--- config.mk ---
export PLATFORM = sky130hd
export DESIGN_NAME = frame_pixel_packer_flat
export DESIGN_NICKNAME = d
export VERILOG_FILES = /design/src/rtl/frame_pixel_packer_if.sv /design/src/rtl/frame_pixel_packer.sv /design/src/flat_wrapper.sv
export SDC_FILE = /design/constraint.sdc
export NUM_CORES = 1
export LEC_CHECK = 0
export BUFFER_PORTS_ARGS = -buffer_cell sky130_fd_sc_hd__buf_2
export CORE_UTILIZATION = 50
export CTS_CLUSTER_DIAMETER = 60
export DETAILED_ROUTE_END_ITERATION = 12
export PLACE_DENSITY = 0.73
export RECOVER_POWER = 100
export REMOVE_ABC_BUFFERS = 1
export SYNTH_ARGS = -nofsm -noshare
export SYNTH_HDL_FRONTEND = slang
export SYNTH_SLANG_ARGS = --single-unit
--- constraint.sdc ---
create_clock -name clk -period 2.4 [get_ports clk]
set_input_delay 0.24 -clock clk [delete_from_list [all_inputs] [get_ports clk]]
set_output_delay 0.24 -clock clk [all_outputs]
set_load 0.02 [all_outputs]
--- src/rtl/frame_pixel_packer_if.sv ---
// Pixel-in / packed-word-out bundle between an upstream pixel source and the frame buffer feeder.
interface frame_pixel_packer_if #(
    parameter int unsigned PIX_W  = 8,
    parameter int unsigned WORD_W = 32,
    parameter int unsigned CNT_W  = 17
);
    logic              frame_start;
    logic              pix_valid;
    logic [PIX_W-1:0]  pix_data;
    logic              err_clr;
    logic              wr_en_out;
    logic [WORD_W-1:0] data_out;
    logic [CNT_W-1:0]  word_cnt;
    logic              frame_done;
    logic              busy;
    logic              sof_err;
    logic              stray_err;

    modport master (
        output frame_start, pix_valid, pix_data, err_clr,
        input  wr_en_out, data_out, word_cnt, frame_done, busy, sof_err, stray_err
    );

    modport slave (
        input  frame_start, pix_valid, pix_data, err_clr,
        output wr_en_out, data_out, word_cnt, frame_done, busy, sof_err, stray_err
    );
endinterface

--- src/rtl/frame_pixel_packer.sv ---
// Packs narrow pixels little-endian into words, strobes them out active-low,
// tracks the word position in the frame and flags malformed frames.
module frame_pixel_packer #(
    parameter int unsigned PIX_W    = 8,
    parameter int unsigned WORD_W   = 32,
    parameter int unsigned H_ACTIVE = 640,
    parameter int unsigned V_ACTIVE = 480,
    parameter int unsigned CNT_W    = 17
) (
    input logic                  clk,
    input logic                  reset,
    frame_pixel_packer_if.slave  bus
);
    localparam int unsigned PPW         = WORD_W / PIX_W;
    localparam int unsigned LANE_W      = (PPW > 1) ? $clog2(PPW) : 1;
    localparam int unsigned FRAME_WORDS = (H_ACTIVE * V_ACTIVE) / PPW;

    typedef enum logic {IDLE, ACTIVE} state_e;

    state_e              state_q;
    logic [LANE_W-1:0]   lane_q;
    logic [WORD_W-1:0]   pack_q;
    logic [WORD_W-1:0]   data_q;
    logic [CNT_W-1:0]    cnt_q;
    logic                wr_en_q;
    logic                done_q;
    logic                busy_q;
    logic                sof_q;
    logic                stray_q;

    logic                accept_c;
    logic                restart_c;
    logic                sof_set_c;
    logic                stray_set_c;
    logic                last_lane_c;
    logic                last_word_c;
    logic [LANE_W-1:0]   lane_c;
    logic [CNT_W-1:0]    cnt_base_c;
    logic [CNT_W-1:0]    cnt_inc_c;
    logic [WORD_W-1:0]   word_c;

    // A frame_start pixel restarts packing at lane 0 with a cleared word count.
    always_comb begin
        accept_c    = bus.pix_valid && ((state_q == ACTIVE) || bus.frame_start);
        restart_c   = accept_c && bus.frame_start;
        sof_set_c   = bus.pix_valid && bus.frame_start && (state_q == ACTIVE);
        stray_set_c = bus.pix_valid && !bus.frame_start && (state_q == IDLE);
        lane_c      = restart_c ? '0 : lane_q;
        cnt_base_c  = restart_c ? '0 : cnt_q;
        cnt_inc_c   = cnt_base_c + CNT_W'(1);
        word_c      = restart_c ? '0 : pack_q;
        for (int unsigned k = 0; k < PPW; k++) begin
            if (lane_c == LANE_W'(k)) begin
                word_c[k*PIX_W +: PIX_W] = bus.pix_data;
            end
        end
        last_lane_c = (lane_c == LANE_W'(PPW - 1));
        last_word_c = (cnt_inc_c == CNT_W'(FRAME_WORDS));
    end

    always_ff @(posedge clk or negedge reset) begin
        if (!reset) begin
            state_q <= IDLE;
            lane_q  <= '0;
            pack_q  <= '0;
            data_q  <= '0;
            cnt_q   <= '0;
            wr_en_q <= 1'b1;
            done_q  <= 1'b0;
            busy_q  <= 1'b0;
            sof_q   <= 1'b0;
            stray_q <= 1'b0;
        end else begin
            wr_en_q <= 1'b1;
            done_q  <= 1'b0;
            sof_q   <= sof_set_c   | (sof_q   & ~bus.err_clr);
            stray_q <= stray_set_c | (stray_q & ~bus.err_clr);
            if (accept_c) begin
                if (last_lane_c) begin
                    wr_en_q <= 1'b0;
                    data_q  <= word_c;
                    cnt_q   <= cnt_inc_c;
                    lane_q  <= '0;
                    if (last_word_c) begin
                        done_q  <= 1'b1;
                        state_q <= IDLE;
                        busy_q  <= 1'b0;
                    end else begin
                        state_q <= ACTIVE;
                        busy_q  <= 1'b1;
                    end
                end else begin
                    pack_q  <= word_c;
                    lane_q  <= lane_c + LANE_W'(1);
                    cnt_q   <= cnt_base_c;
                    state_q <= ACTIVE;
                    busy_q  <= 1'b1;
                end
            end
        end
    end

    assign bus.wr_en_out  = wr_en_q;
    assign bus.data_out   = data_q;
    assign bus.word_cnt   = cnt_q;
    assign bus.frame_done = done_q;
    assign bus.busy       = busy_q;
    assign bus.sof_err    = sof_q;
    assign bus.stray_err  = stray_q;
endmodule
--- src/flat_wrapper.sv ---
// flat-port wrapper written by rule: the top's interface ports become plain ports
module frame_pixel_packer_flat 
#(
    parameter int unsigned PIX_W    = 8,
    parameter int unsigned WORD_W   = 32,
    parameter int unsigned H_ACTIVE = 640,
    parameter int unsigned V_ACTIVE = 480,
    parameter int unsigned CNT_W    = 17
)
  (clk, reset, bus_frame_start, bus_pix_valid, bus_pix_data, bus_err_clr, bus_wr_en_out, bus_data_out, bus_word_cnt, bus_frame_done, bus_busy, bus_sof_err, bus_stray_err);
  frame_pixel_packer_if #(.PIX_W(PIX_W), .WORD_W(WORD_W), .CNT_W(CNT_W)) bus_i ();
  input logic clk;
  input logic reset;
  input wire logic [$bits(bus_i.frame_start)-1:0] bus_frame_start;
  input wire logic [$bits(bus_i.pix_valid)-1:0] bus_pix_valid;
  input wire logic [$bits(bus_i.pix_data)-1:0] bus_pix_data;
  input wire logic [$bits(bus_i.err_clr)-1:0] bus_err_clr;
  output wire logic [$bits(bus_i.wr_en_out)-1:0] bus_wr_en_out;
  output wire logic [$bits(bus_i.data_out)-1:0] bus_data_out;
  output wire logic [$bits(bus_i.word_cnt)-1:0] bus_word_cnt;
  output wire logic [$bits(bus_i.frame_done)-1:0] bus_frame_done;
  output wire logic [$bits(bus_i.busy)-1:0] bus_busy;
  output wire logic [$bits(bus_i.sof_err)-1:0] bus_sof_err;
  output wire logic [$bits(bus_i.stray_err)-1:0] bus_stray_err;
  assign bus_i.frame_start = bus_frame_start;
  assign bus_i.pix_valid = bus_pix_valid;
  assign bus_i.pix_data = bus_pix_data;
  assign bus_i.err_clr = bus_err_clr;
  assign bus_wr_en_out = bus_i.wr_en_out;
  assign bus_data_out = bus_i.data_out;
  assign bus_word_cnt = bus_i.word_cnt;
  assign bus_frame_done = bus_i.frame_done;
  assign bus_busy = bus_i.busy;
  assign bus_sof_err = bus_i.sof_err;
  assign bus_stray_err = bus_i.stray_err;
  frame_pixel_packer #(.PIX_W(PIX_W), .WORD_W(WORD_W), .H_ACTIVE(H_ACTIVE), .V_ACTIVE(V_ACTIVE), .CNT_W(CNT_W)) u_core (.clk(clk), .reset(reset), .bus(bus_i));
endmodule
== Word level (Yosys, flattened, before mapping) ==
Cells that the tools add are included.

* Add/subtract/negate cells: 2
* Multiply operators: 0
* Div/mod/pow operators: 0
* $lt $le $gt $ge: 0
* Equal/unequal tests: 4
* Shifts and indexed selects: 0
* Muxes and demuxes: 16
* Bitwise operators: 7
* Reduce and logical (&&, ||, !) cells: 11

{| class="wikitable"
|+ Operators with widths
! kind !! number
|-
| $mux W17 || 2
|-
| $mux W32 || 1
|-
| $mux W8 || 4
|-
| $add A17 B1 Y17 const B || 1
|-
| $eq A17 B17 Y1 const B || 1
|-
| $mux W1 || 7
|-
| $logic_and A1 B1 Y1 || 6
|-
| $eq A2 B2 Y1 const B || 2
|-
| $mux W2 || 2
|-
| $reduce_and A2 Y1 || 2
|-
| $not A1 Y1 || 3
|-
| $add A2 B1 Y2 const B || 1
|-
| $and A1 B1 Y1 || 2
|-
| $eq A2 B1 Y1 const B || 1
|-
| $logic_not A2 Y1 || 1
|-
| $or A1 B1 Y1 || 2
|-
| $logic_not A1 Y1 || 1
|-
| $logic_or A1 B1 Y1 || 1
|}

* Flip-flop bits (word level): 88
* Bits in latches: 0
* RAM bits: 0
* ROM bits: 0
* Output and inout bits: 54
* Memories: 0

== Depth between registers and ports, before layout ==
* Depth after elaboration: 9
* Depth in mapped cells: 13
* Gate-level depth less buffers: 9

== Worst setup path after synthesis ==
Ideal clock, no wire load.

* Kind: input port to flip-flop
* From: input bus_pix_valid
* To: register u_core.done_q, in the netlist u_core.bus.frame_done
* Arrival: 2.679 ns
* Data required time: 2.332 ns
* Slack: -0.346 ns
* Cell stages on the path: 10
* Path buffers: 2
* Path through: clkbuf_1 -> nand2_1 -> clkbuf_1 -> and2_1 -> ha_1 -> nand2_1 -> or4_4 -> or4_4 -> a21oi_1 -> and4_1

* Word-level cells in the longest chain between the ends: 8
* Elaborated cells on any way between the ends: 10

{| class="wikitable"
|+ Ends and longest elaborated chain
! item !! RTL line !! source
|-
| start: declaration || flat_wrapper.sv:15 || <nowiki>input wire logic [$bits(bus_i.pix_valid)-1:0] bus_pix_valid;</nowiki>
|-
| $logic_and A1 B1 Y1 (*) || frame_pixel_packer.sv:44 || <nowiki>accept_c = bus.pix_valid && ((state_q == ACTIVE) || bus.frame_start);</nowiki>
|-
| $logic_and A1 B1 Y1 || frame_pixel_packer.sv:45 || <nowiki>restart_c = accept_c && bus.frame_start;</nowiki>
|-
| $mux W17 || frame_pixel_packer.sv:49 || <nowiki>cnt_base_c = restart_c ? '0 : cnt_q;</nowiki>
|-
| $add A17 B1 Y17 || frame_pixel_packer.sv:50 || <nowiki>cnt_inc_c = cnt_base_c + CNT_W'(1);</nowiki>
|-
| $eq A17 B17 Y1 || frame_pixel_packer.sv:58 || <nowiki>last_word_c = (cnt_inc_c == CNT_W'(FRAME_WORDS));</nowiki>
|-
| $mux W1 || frame_pixel_packer.sv:84 || <nowiki>if (last_word_c) begin</nowiki>
|-
| $mux W1 || frame_pixel_packer.sv:79 || <nowiki>if (last_lane_c) begin</nowiki>
|-
| $mux W1 (*) || frame_pixel_packer.sv:78 || <nowiki>if (accept_c) begin</nowiki>
|-
| end signal: assignment || frame_pixel_packer.sv:69 || <nowiki>done_q <= 1'b0;</nowiki>
|-
| end signal: assignment || frame_pixel_packer.sv:75 || <nowiki>done_q <= 1'b0;</nowiki>
|-
| end signal: assignment || frame_pixel_packer.sv:85 || <nowiki>done_q <= 1'b1;</nowiki>
|-
| end: declaration || frame_pixel_packer.sv:26 || <nowiki>logic done_q;</nowiki>
|}

Mark *: on every way between the ends. The rest lies on a longest branch, timed or not.
A chain may end at the register's enable or synchronous reset.

== Worst setup path in the final report ==
* From: register u_core.cnt_q[0], in the netlist u_core.bus.word_cnt[0]
* To: register u_core.done_q, in the netlist u_core.bus.frame_done

* Word-level cells in the longest chain between the ends: 6

{| class="wikitable"
|+ Ends and longest elaborated chain
! item !! RTL line !! source
|-
| start: declaration || frame_pixel_packer.sv:24 || <nowiki>logic [CNT_W-1:0] cnt_q;</nowiki>
|-
| start signal: assignment || frame_pixel_packer.sv:82 || <nowiki>cnt_q <= cnt_inc_c;</nowiki>
|-
| start signal: assignment || frame_pixel_packer.sv:95 || <nowiki>cnt_q <= cnt_base_c;</nowiki>
|-
| $mux W17 || frame_pixel_packer.sv:49 ||
|-
| $add A17 B1 Y17 || frame_pixel_packer.sv:50 ||
|-
| $eq A17 B17 Y1 || frame_pixel_packer.sv:58 ||
|-
| $mux W1 || frame_pixel_packer.sv:84 ||
|-
| $mux W1 || frame_pixel_packer.sv:79 ||
|-
| $mux W1 || frame_pixel_packer.sv:78 ||
|}

Every way passes these cells.

==> flow_metrics.py <==
metrics = {
    "placement": {
        "placement.io_buffers": 66,
        "post_dp_cell_area_um2": 4400,
        "dp.cells": 593,
        "post-dp-hpwl_mm": 6.86,
        "place.gp.congestion": 0.917,
    },
    "clock_tree": {
        "tritoncts.num_buffers": 9,
        "tritoncts": "yes",
        "clock-root-buffer": "sky130_fd_sc_hd__clkbuf_8",
        "clkLatencyLatePin_ns": 0.36,
        "htreeDepth": 3,
        "clockBufferDepth": 2,
        "worst_setup_hold_path_clk_slew_ns": 0.09,
        "tritoncts_num_sinks": 80,
    },
    "drt": {
        "final_antenna_net_count": 0,
        "via_count": 3474,
        "dr.first_iter.drc_count": 150,
        "routed_wire_length_per_instance_um": 16.4,
        "postRouteWirelength_mm": 10.0,
        "routed_via_density": 5.70,
        "drt_first_pass_iters": 5,
        "drc": 0,
    },
    "cells_and_area": {
        "layout.cells.most_common": "sky130_fd_sc_hd__nand2_1",
        "relative_area_change_from_synthesis_to_final_layout_pct": 16.9,
        "final_cell_area_um2": 4520,
        "final_cells": 610,
        "fillCellCount": 692,
        "postLayoutCoreUtil": 0.613,
        "design.final.nets": 524,
        "most-common-layout-cells": "91 x sky130_fd_sc_hd__nand2_1, 79 x sky130_fd_sc_hd__dfrtp_1, 60 x sky130_fd_sc_hd__clkbuf_1, 47 x sky130_fd_sc_hd__o21ai_0, 38 x sky130_fd_sc_hd__nor2_1",
        "drive_gt1_frac": 0.0939,
        "antennaDiodeCount": 0,
    },
    "setup_path": {
        "critPathLaunchType": "flop",
        "cpMaxStageDelayCell": "sky130_fd_sc_hd__or4_1",
        "critical_path.endpoint_type": "flop",
        "rrSetupSlack_ns": 0.12,
        "timing.critical_path.arrival_ns": 2.58,
        "worstSetupPathType": "reg2reg",
        "critical_path_required_ns": 2.70,
        "timing.rr.end": "u_core.bus.frame_done",
        "cp_slowest_stage_delay_ns": 0.55,
        "critical_path.top_delay_family": "simple AND/OR/NAND/NOR gates",
        "path_cells": "and2_0, ha_1, nand2_1, or4_4, or4_1, a21oi_1, and4_1",
        "cp.buffers_inverters": 0,
        "reg2reg_depth": 7,
        "worstPathMaxFanout": 5,
        "reg2reg_from": "u_core.bus.word_cnt[0]",
    },
    "yosys": {
        "synthDominantCellAreaShare": 0.511,
        "post_synth_instance_area_um2": 3870,
        "synth_top_family_by_area": "compound AO/OA/AOI/OAI gates",
        "yosys-top-cells-area": "sky130_fd_sc_hd__dfrtp_1 51%, sky130_fd_sc_hd__nand2_1 8.8%, sky130_fd_sc_hd__o21ai_0 6.1%",
        "postSynthCellCount": 434,
        "yosysTopAreaCell": "sky130_fd_sc_hd__dfrtp_1",
        "synth_async_sr_flop_share": 1.00,
        "post_synth_xor_area_fraction": 0.00680,
        "ys_ff_latch": 80,
        "dominantRegCellSynth": "sky130_fd_sc_hd__dfrtp_1",
        "synth_simple_gate_area_frac": 0.209,
        "synthesis.area_per_instance_um2": 8.91,
        "synth_seq_area_share": 0.518,
        "netlist-cell-type-count": 43,
        "synth-edff-count": 0,
        "synth.mux.area_fraction": 0.00291,
        "synth_fa_ha_area_frac": 0.0162,
        "synthesis.yosys.warnings": 0,
        "synth_compound_gate_area_share": 0.213,
    },
    "timing": {
        "maxSlewHeadroom": 0.146,
        "slew_violations": 0,
        "final-setup-viol-count": 0,
        "min_period_over_period": 0.951,
        "setup_tns_ns": 0,
        "worst_pin_slew_ns": 1.28,
        "timing.final.crit_period_ns": 2.28,
        "unrepaired_setup_endpoints_after_global_routing": "false",
        "max_freq_ghz": 0.438,
        "hold_viol": 0,
        "skew_ns": 0.00763,
    },
    "min_path": {
        "worst_hold_path.num_cells": 2,
        "origin_of_the_worst_min_delay_path": "bus_err_clr",
        "timing.hold.worst.class": "in2reg",
        "timing.hold.worst_endpoint": "u_core.bus.sof_err",
    },
    "die": {
        "std_cell_core_area_um2": 7370,
        "fp-row-count": 31,
        "design.portCount": 67,
        "design.die.area_um2": 8090,
        "die_w_um": 89.9,
        "floorplan.initialDensity": 0.525,
        "die-height_um": 89.9,
    },
    "grt": {
        "grt_use_met2": 0.426,
        "globalRoute.busiestLayer": "met2",
        "grt_pass1_vias": 3310,
        "groute.layer.met3.usage": 0.0465,
        "maximum_number_of_pins_on_one_net_before_global_route_repair": 51,
        "first_pass_grt_wire_length_mm": 16.7,
        "globalRoute.totalOverflow": 0,
        "groute.layer.met1.usage": 0.353,
        "antenna_violations_before_repair": 0,
        "grtUsageTotal": 0.262,
    },
    "run": {
        "cap_violations": 0,
    },
    "power": {
        "p_per_cell_area_nw_per_um2": 1040,
        "power_mw": 4.69,
        "ir_worst_vdd_mv": 0.318,
        "p_leak_nw": 2.00,
    },
    "run_status": {
        "status": "finished clean",
    },
}
-- sequential cells by signal, indices dropped and copies added (netlist names) --
register               flops
u_core.bus.data_out       32
u_core.pack_q             24
u_core.bus.word_cnt       17
u_core.lane_q              2
u_core.bus.busy            1
u_core.bus.frame_done      1
u_core.bus.sof_err         1
u_core.bus.stray_err       1
u_core.bus.wr_en_out       1
-- Yosys cell counts, drive strengths merged (3+ instances only) --
cell type	number
a21oi	34
a22o	24
a31oi	4
a32o	4
and2	9
and3	3
and4	4
clkbuf	28
dfrtp	79
ha	5
inv	7
nand2	91
nand3	11
nand4	3
nor2	38
nor3	4
nor4	3
o21ai	50
o31ai	5
or4	3
-- per-layer routing --
layer	vias to the layer above	share of wire
met1	1652	0.45
met2	129	0.48
met5	-	0
li1	1681	-
met3	12	0.055
met4	0	0.013
-- worst reg2reg max path, stage by stage (launching register included) --
cell                      delay (ns)
sky130_fd_sc_hd__dfrtp_1        0.40
sky130_fd_sc_hd__and2_0         0.20
sky130_fd_sc_hd__ha_1           0.19
sky130_fd_sc_hd__nand2_1        0.08
sky130_fd_sc_hd__or4_4          0.47
sky130_fd_sc_hd__or4_1          0.55
sky130_fd_sc_hd__a21oi_1        0.16
sky130_fd_sc_hd__and4_1         0.19
-- through the flow --
step | setup slack [ns] | hold WS (ns)
after floorplan | -0.339 | -0.0556
after global placement | 0.0997 | 0.310
after detailed placement | 0.0120 | 0.323
after CTS | 0.166 | 0.0580
after global routing | 0.0216 | 0.0797
final | 0.118 | 0.0672
-- cell families (layout without fill, tap and decap cells) --
kind of cell	after synthesis	in the layout
AOI/OAI and AO/OA	132	132
xor gates and xnor gates	3	3
adders and majority gates	5	5
buffers and inverters	35	112
DFF	80	80
muxes	1	1
and+or+nand+nor	178	178
-- what timing repair did --
action	CTS	global route
hold endpoints to repair	48	0
hold buffers	1	0
setup buffers	0	0
setup endpoints to repair	0	0
resized for setup	0	0
-- worst max path at each step --
| stage | cells after the start | to | slack (ns) | from |
|---|---|---|---|---|
| floorplan | 8 | u_core.bus.frame_done | -0.34 | bus_frame_start |
| global placement | 11 | u_core.bus.busy | 0.1 | bus_frame_start |
| detailed placement | 11 | u_core.bus.busy | 0.01 | bus_frame_start |
| CTS | 7 | u_core.bus.frame_done | 0.17 | u_core.bus.word_cnt[0] |
| global route | 7 | u_core.bus.frame_done | 0.02 | u_core.bus.word_cnt[0] |
| finish | 7 | u_core.bus.frame_done | 0.12 | u_core.bus.word_cnt[0] |
-- area by class of cell --
class / count / area (um^2) / share of cell area
Sequential cell: 80 / 2000 / 0.443
Multi-Input combinational cell: 319 / 1730 / 0.382
Timing Repair Buffer: 89 / 432 / 0.0955
Clock buffer: 12 / 155 / 0.0343
Tap cell: 99 / 124 / 0.0274
Clock inverter: 4 / 51.3 / 0.0114
Inverter: 7 / 26.3 / 0.00581
-- where the power goes --
group          switching [mW]  total (mW)  internal [mW]
logic                    1.02        1.56          0.538
clock network           0.517        1.06          0.541
registers               0.256        2.07           1.81
total                    1.79        4.69           2.89
No activity file was read; power rests on OpenSTA's default activity.
